`src/rtl/cpu_types_pkg.sv`:
```
// Shared CPU-side types: word width and the RAM handshake state seen by the arbiter.
package cpu_types_pkg;

    localparam int WORD_W = 32;

    typedef logic [WORD_W-1:0] word_t;

    typedef enum logic [1:0] {
        FREE   = 2'd0,
        BUSY   = 2'd1,
        ACCESS = 2'd2,
        ERROR  = 2'd3
    } ramstate_t;

endpackage

```
`src/rtl/memory_arbiter.sv`:
```
// Single-port RAM arbiter between the instruction and data request paths.
// Data wins over instruction; a watchdog counter and RAM errors latch a sticky memerr.
//
//   state | meaning
//   IDLE  | no access in flight; also the turnaround cycle after every hit
//   DATA  | serving the data request (write wins over read)
//   INSTR | serving the instruction fetch
//   ERR   | timeout or RAM error seen; parked here until reset
import cpu_types_pkg::*;

module memory_arbiter #(
    parameter int TIMEOUT = 255
) (
    input  logic      CLK,
    input  logic      RST,
    input  logic      iREN,
    input  word_t     iaddr,
    input  logic      dREN,
    input  logic      dWEN,
    input  word_t     daddr,
    input  word_t     dstore,
    output logic      ihit,
    output word_t     iload,
    output logic      dhit,
    output word_t     dload,
    output logic      ramREN,
    output logic      ramWEN,
    output word_t     ramaddr,
    output word_t     ramstore,
    input  word_t     ramload,
    input  ramstate_t ramstate,
    output logic      memerr
);

    typedef enum logic [1:0] {
        IDLE  = 2'd0,
        DATA  = 2'd1,
        INSTR = 2'd2,
        ERR   = 2'd3
    } arb_state_t;

    localparam logic [7:0] TMO_CNT = 8'(TIMEOUT);

    arb_state_t state;
    logic [7:0] wait_cnt;
    logic [7:0] wait_inc;
    logic       req_active;

    assign wait_inc   = (wait_cnt == 8'hFF) ? wait_cnt : wait_cnt + 8'd1;
    assign req_active = (state == DATA) ? (dREN | dWEN) : iREN;

    always_ff @(posedge CLK or posedge RST) begin
        if (RST) begin
            state    <= IDLE;
            wait_cnt <= 8'd0;
            memerr   <= 1'b0;
        end else begin
            unique case (state)
                IDLE: begin
                    wait_cnt <= 8'd0;
                    if (dREN | dWEN)
                        state <= DATA;
                    else if (iREN)
                        state <= INSTR;
                end
                DATA, INSTR: begin
                    if (ramstate != ACCESS)
                        wait_cnt <= wait_inc;
                    // A hard RAM error outranks an abort; a timeout only applies to a live request
                    if (ramstate == ERROR) begin
                        state  <= ERR;
                        memerr <= 1'b1;
                    end else if (!req_active || ramstate == ACCESS) begin
                        state <= IDLE;
                    end else if (wait_inc >= TMO_CNT) begin
                        state  <= ERR;
                        memerr <= 1'b1;
                    end
                end
                ERR: begin
                    memerr <= 1'b1;
                end
                default: begin
                    state <= IDLE;
                end
            endcase
        end
    end

    always_comb begin
        ramREN   = 1'b0;
        ramWEN   = 1'b0;
        ramaddr  = '0;
        ramstore = '0;
        ihit     = 1'b0;
        dhit     = 1'b0;
        iload    = '0;
        dload    = '0;
        unique case (state)
            DATA: begin
                ramaddr  = daddr;
                ramstore = dstore;
                ramWEN   = dWEN;
                ramREN   = dREN & ~dWEN;
                dhit     = (ramstate == ACCESS) && (dREN | dWEN);
                dload    = (dhit && dREN) ? ramload : '0;
            end
            INSTR: begin
                ramaddr = iaddr;
                ramREN  = 1'b1;
                ihit    = (ramstate == ACCESS) && iREN;
                iload   = ihit ? ramload : '0;
            end
            default: begin
            end
        endcase
    end

endmodule

```
`config.mk`:
```
export PLATFORM = sky130hd
export DESIGN_NAME = memory_arbiter
export DESIGN_NICKNAME = d
export VERILOG_FILES = /design/src/rtl/cpu_types_pkg.sv /design/src/rtl/memory_arbiter.sv
export SDC_FILE = /design/constraint.sdc
export NUM_CORES = 1
export LEC_CHECK = 0
export CORE_AREA = 2 2 104 106
export CTS_CLUSTER_SIZE = 30
export DETAILED_ROUTE_END_ITERATION = 10
export DIE_AREA = 0 0 106 108
export PLACE_DENSITY = 0.65
export SLEW_MARGIN = 5
export SYNTH_ARGS = -nofsm -noshare
export SYNTH_HDL_FRONTEND = slang
export SYNTH_SLANG_ARGS = --single-unit
```
`constraint.sdc`:
```
create_clock -name CLK -period 2.45 [get_ports CLK]
set_input_delay 0.245 -clock CLK [delete_from_list [all_inputs] [get_ports CLK]]
set_output_delay 0.245 -clock CLK [all_outputs]
set_load 0.01 [all_outputs]
```
==> results.cfg <==
[worst_setup_path]
critical_path_required_ps = 2200
critical_path.max_fanout = 33
path_class = flop to primary output
critical_path.startpoint_type = flop
worst_ep_arrival_time_ps = 2100
critical_path.endpoint_type = primary output

[pwr]
p_clk_frac = 0.054
p_comb_frac = 0.863
p_sw_mw = 1.59
power.sequential.fraction = 0.084
irDropWorstVdd_v = 0.000317
p_int_mw = 1.89
switching_share = 0.456
p_leak_nw = 1.96
cellPowerDensity_nw_per_um2 = 714

[die]
die_area_um2 = 11400
io-pin-count = 268
floorplan.die.width_um = 106
initial_core_util = 0.193
std_cell_rows = 37
design.core.area_um2 = 10200
fp.dieH_um = 108

[finish]
area_growth_syn_to_layout_pct = 147
num_antenna_cells = 0
final_core_util = 0.476
num-nets-final = 691
drive_above_1_share = 0.0345

[place]
io_buffers = 267
gp_congestion = 0.944
post-dp-hpwl_um = 9250

[sta]
rsz0062_at_grt = true
timing.final.crit_period_ps = 2340
max_clock_freq_ghz = 0.426
finalClockSkew_ps = 2.60
worst_slew_pin_slew_ps = 454
final_setup_violating_endpoints = 0
timing.final.crit_share = 0.957
max_slew_margin = 0.697
slew_viol_final = 0
hold_ws_ps = 305
finalHoldViolCount = 0

[synthesis]
syn_area_um2 = 1980
register_area_share_after_synthesis = 0.139
synth.most_common_cell = sky130_fd_sc_hd__and2_1
netlist_top_cells_area = sky130_fd_sc_hd__and2_1, sky130_fd_sc_hd__dfrtp_1, sky130_fd_sc_hd__a22oi_1, sky130_fd_sc_hd__nor2_1, sky130_fd_sc_hd__clkbuf_1
syn_avg_cell_area_um2 = 6.63
synth_largest_type_area_fraction = 0.307
top_cells_by_instance_count_after_synthesis = sky130_fd_sc_hd__and2_1, sky130_fd_sc_hd__nor2_1, sky130_fd_sc_hd__a22oi_1
post_synthesis_instance_total = 298
dominantRegCellSynth = sky130_fd_sc_hd__dfrtp_1
count_of_flip_flops_with_a_built_in_enable_after_synthesis = 0
yosys_reg_bits = 11
asyncSetResetFlopFracSynth = 1.00
synth.net_count = 438
synth_area_leader_cell = sky130_fd_sc_hd__and2_1
post_synth_num_cell_types = 42
synth-warning-count = 0

[detailed_routing]
via_count = 3087
drc = 0
detailedRoute.firstPassIterationCount = 4
initialDrtViolationCount = 194
via_per_inst = 4.50
wire_per_inst_um = 16.3
drt-total-wl_um = 11200
drt.antenna.violating_nets = 0

[clocking]
htreeDepth = 1
clock_insertion_delay_at_the_later_pin_of_the_skew_report_ps = 240
clock_tree_from_tritoncts = yes
numClockSinks = 11
root_buffer = sky130_fd_sc_hd__clkbuf_8
numCtsBuffers = 3
clk_pin_slew_worst_paths_ps = 50
clk_path_buf_depth = 2
post_cts_buffers = 0

[grt]
globalRouteOverflowTotal = 0
wire_length_of_the_first_global_routing_pass_um = 16400
via_count_of_the_first_global_routing_pass = 2989
initial_antenna_violation_count = 0
grt_start_max_net_pins = 67
grt.total_usage = 0.179

[status]
run_status = completed

[flow_run]
maxCapViolCount = 0

[worst_hold_path]
type_of_the_tightest_min_delay_check = input pin to async pin
-- power groups by stage --
| stage | logic (mW) | registers, mW | clock network [mW] |
|---|---|---|---|
| after floorplan | 1.47 | 0.262 | 0 |
| after global placement | 2.99 | 0.290 | 0 |
| after detailed placement | 3.01 | 0.292 | 0 |
| after CTS | 3.03 | 0.289 | 0.192 |
| after global routing | 3.24 | 0.301 | 0.202 |
| final | 3.00 | 0.291 | 0.187 |
-- worst paths after layout --
path                                          from                       to  slack, ps  depth (start not counted)
setup / recovery              state[0]$_DFFE_PP0P_                iload[22]        110                          6
hold / removal                                 RST  wait_cnt[1]$_DFFE_PP0P_        310                          2
setup reg to reg           wait_cnt[0]$_DFFE_PP0P_       memerr$_DFFE_PP0P_        260                          7
hold reg to reg                 memerr$_DFFE_PP0P_       memerr$_DFFE_PP0P_        470                          1
max in group asynchronous                      RST     state[0]$_DFFE_PP0P_       1830                          2
min in group CLK                memerr$_DFFE_PP0P_       memerr$_DFFE_PP0P_        470                          1
-- final cells by class --
class                      instances  area (um2)
inverter                          10        37.5
clock buffer                       4        45.0
fill                            1000        5360
tap                              136         170
sequential                        11         275
multi-input combinational        251        1540
timing repair buffer             274        2800
-- what timing repair did --
item / in CTS / in global routing
resized for setup: 0 / 6
hold buffers: 0 / 0
endpoints found under the setup margin: 0 / 8
-- layer usage --
layer  global-route usage  vias to the layer above  part of all wire
met5                    0                        -                 0
met4               0.0423                        0             0.017
met3               0.0398                       15             0.072
met2                0.339                      145              0.53
met1                0.204                     1409              0.38
li1                     -                     1518                 -
-- kinds of logic (layout without fill, tap and decap cells) --
family,Yosys count,in the layout,synth area share
adders and majority gates,5,5,0.0316
muxes,3,3,0.0158
DFF,11,11,0.139
and+or+nand+nor,175,175,0.497
AOI/OAI and AO/OA,68,68,0.235
buffers and inverters,36,288,0.0810
-- metrics by stage --
step	TNS, ps	area [um2]	cells	total power, mW	setup slack, ps
global route	-13.5	4870	686	3.74	-7.92
floorplan	0	1980	298	1.73	697
global placement	0	4810	682	3.28	139
detailed placement	0	4810	682	3.30	122
CTS	0	4860	686	3.51	64.1
finish	0	4870	686	3.48	105
-- flip-flops by register name (all words and copies together) (netlist names) --
register	count
state	2
wait_cnt	8
memerr	1
-- layout by cell type, fill, tap and decap left out, types with 2 or more instances in the layout --
cell and n:
sky130_fd_sc_hd__nand4_1 3, sky130_fd_sc_hd__a21oi_1 8, sky130_fd_sc_hd__mux2i_1 2, sky130_fd_sc_hd__buf_4 2, sky130_fd_sc_hd__buf_12 5, sky130_fd_sc_hd__a22oi_1 32
sky130_fd_sc_hd__inv_1 10, sky130_fd_sc_hd__o21ai_0 8, sky130_fd_sc_hd__a31oi_1 5, sky130_fd_sc_hd__nor3_1 3, sky130_fd_sc_hd__nand3_1 5, sky130_fd_sc_hd__ha_1 4
sky130_fd_sc_hd__nand2_1 6, sky130_fd_sc_hd__nand3_2 2, sky130_fd_sc_hd__clkdlybuf4s50_1 261, sky130_fd_sc_hd__dfrtp_1 11, sky130_fd_sc_hd__nor2_1 44, sky130_fd_sc_hd__nor2b_1 3
sky130_fd_sc_hd__o2bb2ai_1 2, sky130_fd_sc_hd__and2_1 97, sky130_fd_sc_hd__clkbuf_8 3, sky130_fd_sc_hd__and3_1 3, sky130_fd_sc_hd__a211oi_1 4, sky130_fd_sc_hd__o21ai_1 2
sky130_fd_sc_hd__dlymetal6s2s_1 6
-- critical path, cell delays in order, from the launching register on --
cell	delay, ps
sky130_fd_sc_hd__dfrtp_1	410
sky130_fd_sc_hd__inv_1	110
sky130_fd_sc_hd__ha_1	240
sky130_fd_sc_hd__and3_1	220
sky130_fd_sc_hd__buf_12	170
sky130_fd_sc_hd__and2_1	130
sky130_fd_sc_hd__clkdlybuf4s50_1	570
Note: power is estimated with default switching activity, not from simulation.
==> variant 1: new RTL, config.mk and constraints unchanged <==
The package constant `WORD_W` goes from 32 to 36.
--- a/src/rtl/cpu_types_pkg.sv
+++ b/src/rtl/cpu_types_pkg.sv
@@ -2,5 +2,5 @@
 package cpu_types_pkg;
 
-    localparam int WORD_W = 32;
+    localparam int WORD_W = 36;
 
     typedef logic [WORD_W-1:0] word_t;
Interface: changed (8 resized); port bits go from 268 to 300. The function was not compared with the original's and may differ.
==> variant 1 against the original RTL <==
- sequential cell count did not move
- utilization rose by 6.2 points
- non-clock buffer count rose by 38
- final area rose by 13%
- worst setup slack got worse by 0.042 ns
- total power rose by 21%
- wire length rose by 34%
- die area did not move
- first-iteration DRC count rose by 26%
- synthesized area rose by 12%
- critical path type unchanged
==> variant 1: results (changes against the original RTL) <==
- Register area share after synthesis: 0.1246 (was 0.1392)
- Worst VDD drop: 488.4 uV (was 317.2 uV)
- Area after DPL: 5375 sq um (was 4815 sq um)
- # nets final: 765 (was 691)
- GP Congestion: 0.8925 (was 0.9443)
- Pre-CTS setup slack: 0.007572 ns (was 0.1223 ns)
- Setup Skew: 0.003754 ns (was 0.002603 ns)
- Crit-path max FO: 27 (was 33)
- Routed len/inst: 20.13 um (was 16.28 um)
- Resize count post-CTS: 12 (was 0)
- Top cells by area, synth: and2_1 31%, dfrtp_1 12%, a22oi_1 12% (was and2_1 31%, dfrtp_1 14%, a22oi_1 12%)
- Sw frac: 0.4405 (was 0.4558)
- Mapped Avg Cell Area: 6.841 sq um (was 6.634 sq um)
- PortBufs: 299 (was 267)
- Drt via density: 4.615 (was 4.500)
- Layout cells sized above 1: 0.05428 (was 0.03455)
- Vias in the first global route: 3267 (was 2989)
- Total clock network power: 191 uW (was 187 uW)
- Compound-Gate Fraction of Synth Area: 0.2288 (was 0.2348)
- First-pass GRT wire length: 20830 um (was 16440 um)
- Reg2Reg Setup Slack: 0.31 ns (was 0.26 ns)
- Mux contribution to synthesized area: 0.009626 (was 0.01582)
- Via Count: 3443 (was 3087)
- Fin crit share: 0.9742 (was 0.9571)
- Slew HR: 0.6952 (was 0.6971)
- Initial antenna violation count: 5 (was 0)
- Largest net degree at the start of global routing: 46 (was 67)
- Outcome: finished, final reports clean (unchanged)
- Placed Instances: 738 (was 682)
- Initial DRC count: 245 (was 194)
- Post-Synth Adder-Cell Area: 0.02831 (was 0.03165)
[variant 1: cell types whose count changed in the layout (fill, tap and decap cells not counted), sizes merged, moves of 3 or more]
cell / before / now
nor2b: 3 / 38
nand2: 7 / 10
nor2: 44 / 12
inv: 10 / 6
buf: 7 / 13
a22oi: 32 / 36
clkdlybuf4s50: 261 / 297
and2: 97 / 110
dlymetal6s2s: 6 / 2
[variant 1: per-layer routing]
layer	vias to the layer above	routed length (um)	track usage
met2	183	6336	0.3562
li1	1682	-	-
met3	21	1979	0.1013
met4	6	187	0.03759
met1	1551	6472	0.3341
met5	-	37	0
[variant 1: layout make-up]
type / instances / area (sq um)
repair buffers: 312 / 3158
well taps: 136 / 170.2
diodes: 2 / 5.005
clock buffers: 4 / 45.04
flip-flops and latches: 11 / 275.3
multi-input cells: 275 / 1833
inverters: 6 / 22.52
fillers: 973 / 4722
[variant 1: final timing paths]
check / from / endpoint / cells after the start
min in group CLK: memerr$_DFFE_PP0P_ / memerr$_DFFE_PP0P_ / 1
worst max-delay path: state[0]$_DFFE_PP0P_ / ramaddr[22] / 6
worst min register to register: memerr$_DFFE_PP0P_ / memerr$_DFFE_PP0P_ / 1
worst max register to register: wait_cnt[0]$_DFFE_PP0P_ / state[0]$_DFFE_PP0P_ / 7
max in group asynchronous: RST / wait_cnt[3]$_DFFE_PP0P_ / 2
worst min-delay path: RST / wait_cnt[0]$_DFFE_PP0P_ / 2
[variant 1: per-stage QoR]
stage	hold WS, ns	utilization	power, uW
floorplan	0.09744	-	1947
global placement	0.4750	0.5254	3829
detailed placement	0.4651	0.5254	3845
CTS	0.3272	0.5344	4174
global route	0.3748	0.5380	4515
finish	0.3045	0.5385	4217
==> variant 2: new RTL, same flow settings <==
Made on the original files. Make the reset (`RST`) synchronous in one clocked block.
--- a/src/rtl/memory_arbiter.sv
+++ b/src/rtl/memory_arbiter.sv
@@ -50,5 +50,5 @@
     assign req_active = (state == DATA) ? (dREN | dWEN) : iREN;
 
-    always_ff @(posedge CLK or posedge RST) begin
+    always_ff @(posedge CLK) begin
         if (RST) begin
             state    <= IDLE;
Function: differs if RST is asserted again (counterexample within 4 cycles, from zero or initial values and one cycle with RST high); with RST held inactive, the same outputs for 10 cycles.
==> variant 2 against the original RTL <==
- synthesized cell count decreased by 1.7%
- sequential share of layout area decreased by 1.2 points
- worst setup slack improved by 0.051 ns
- sequential cell count unchanged
- hold slack improved by 0.25 ns
- wire length decreased by 3.3%
- final area increased by 1.0%
- synthesized area increased by 2.4%
- total power decreased by 21%
- clock skew increased by 0.0027 ns
- critical path type unchanged
==> variant 2: results (changes against the original RTL) <==
- Worst min path class: reg -> reg (was in -> async)
- GRT met3 Usage: 0.06389 (was 0.03978)
- Ys flop type: dfxtp_1 (was dfrtp_1)
- Metal2 WL: 5521 um (was 5898 um)
- Initial antenna violation count: 1 (was 0)
- Layout cells sized above 1: 0.04228 (was 0.03455)
- Met3 routed WL: 1070 um (was 801 um)
- Crit-path max FO: 30 (was 33)
- First-pass GRT wire length: 16060 um (was 16440 um)
- Pre-CTS setup slack: 0.09452 ns (was 0.1223 ns)
- Via Count: 3029 (was 3087)
- Top cells by area, synth: and2_1 30%, a22oi_1 12%, dfxtp_1 11% (was and2_1 31%, dfrtp_1 14%, a22oi_1 12%)
- Post-Synth Adder-Cell Area: 0.03708 (was 0.03165)
- Synth Area in XOR/XNOR: 0 (unchanged)
- Initial DRC count: 111 (was 194)
- Met1 Use GR: 0.1918 (was 0.2042)
- Crit path largest cell delay: 0.54 ns (was 0.57 ns)
- Count of cell types in the netlist: 45 (was 42)
- Routed len/inst: 15.86 um (was 16.28 um)
- Register area share after synthesis: 0.1088 (was 0.1392)
- Largest net degree at the start of global routing: 42 (was 67)
- Met2 usage: 0.3318 (was 0.3387)
- WP data arrival: 2.05 ns (was 2.10 ns)
- Outcome: finished, final reports clean (unchanged)
- Net count after synthesis: 434 (was 438)
- Post-synth ARST share: 0 (was 1.000)
- DRT met1 WL: 4020 um (was 4270 um)
- Fill cell count: 984 (was 1000)
- # nets final: 686 (was 691)
- Worst VDD drop: 361.7 uV (was 317.2 uV)
- Leakage: 0.001751 uW (was 0.001964 uW)
- Overall Global Routing Usage: 0.1769 (was 0.1789)
- Commonest cells in the netlist: 98 x and2_1, 34 x nor2b_1, 33 x a22oi_1 (was 97 x and2_1, 44 x nor2_1, 32 x a22oi_1)
- GP Congestion: 0.7763 (was 0.9443)
- Dpl hpwl: 9145 um (was 9249 um)
- Mux contribution to synthesized area: 0.01545 (was 0.01582)
- Htree depth: 1 (unchanged)
[variant 2: stage by stage]
stage / std cells / instance area [sq um]
floorplan: 293 / 2024
detailed placement: 676 / 4872
global route: 680 / 4922
CTS: 680 / 4917
global placement: 676 / 4872
finish: 681 / 4925
[variant 2: power breakdown]
part           leakage [uW]  total, uW  internal (uW)  switching [uW]
Combinational       0.00164       2320           1290            1030
Sequential        0.0000894        252            210            41.7
Clock             0.0000228        183            114            68.5
[variant 2: layout make-up]
| class | instances | area [sq um] | area share |
|---|---|---|---|
| Antenna cell | 1 | 2.502 | 0.0005081 |
| Sequential cell | 11 | 220.2 | 0.04472 |
| Tap cell | 136 | 170.2 | 0.03455 |
| Inverter | 5 | 18.77 | 0.003811 |
| Timing Repair Buffer | 274 | 2788 | 0.5661 |
| Clock buffer | 4 | 45.04 | 0.009146 |
| Multi-Input combinational cell | 250 | 1680 | 0.3412 |
[variant 2: final timing paths]
kind / startpoint / endpoint / slack [ns] / depth (start not counted)
worst max-delay path: state[0]$_SDFFE_PP0P_ / ramaddr[15] / 0.16 / 5
worst min-delay path: memerr$_SDFFE_PP0P_ / memerr$_SDFFE_PP0P_ / 0.55 / 2
worst max register to register: state[0]$_SDFFE_PP0P_ / state[0]$_SDFFE_PP0P_ / 0.35 / 7
worst min register to register: memerr$_SDFFE_PP0P_ / memerr$_SDFFE_PP0P_ / 0.55 / 2
[variant 2: kinds of logic (layout without fill, tap and decap cells)]
family | after synthesis | count (layout)
buf+inv | 32 | 283
simple gates | 175 | 175
compound gates | 66 | 66
fa+ha+maj | 6 | 6
flops | 11 | 11
other cells | 0 | 1
mux | 3 | 3
[variant 2: timing repair]
action | 4_1_cts | 5_1_grt
hold endpoints to repair | 0 | 0
endpoints found under the setup margin | 0 | 1
gates resized for setup | 0 | 1
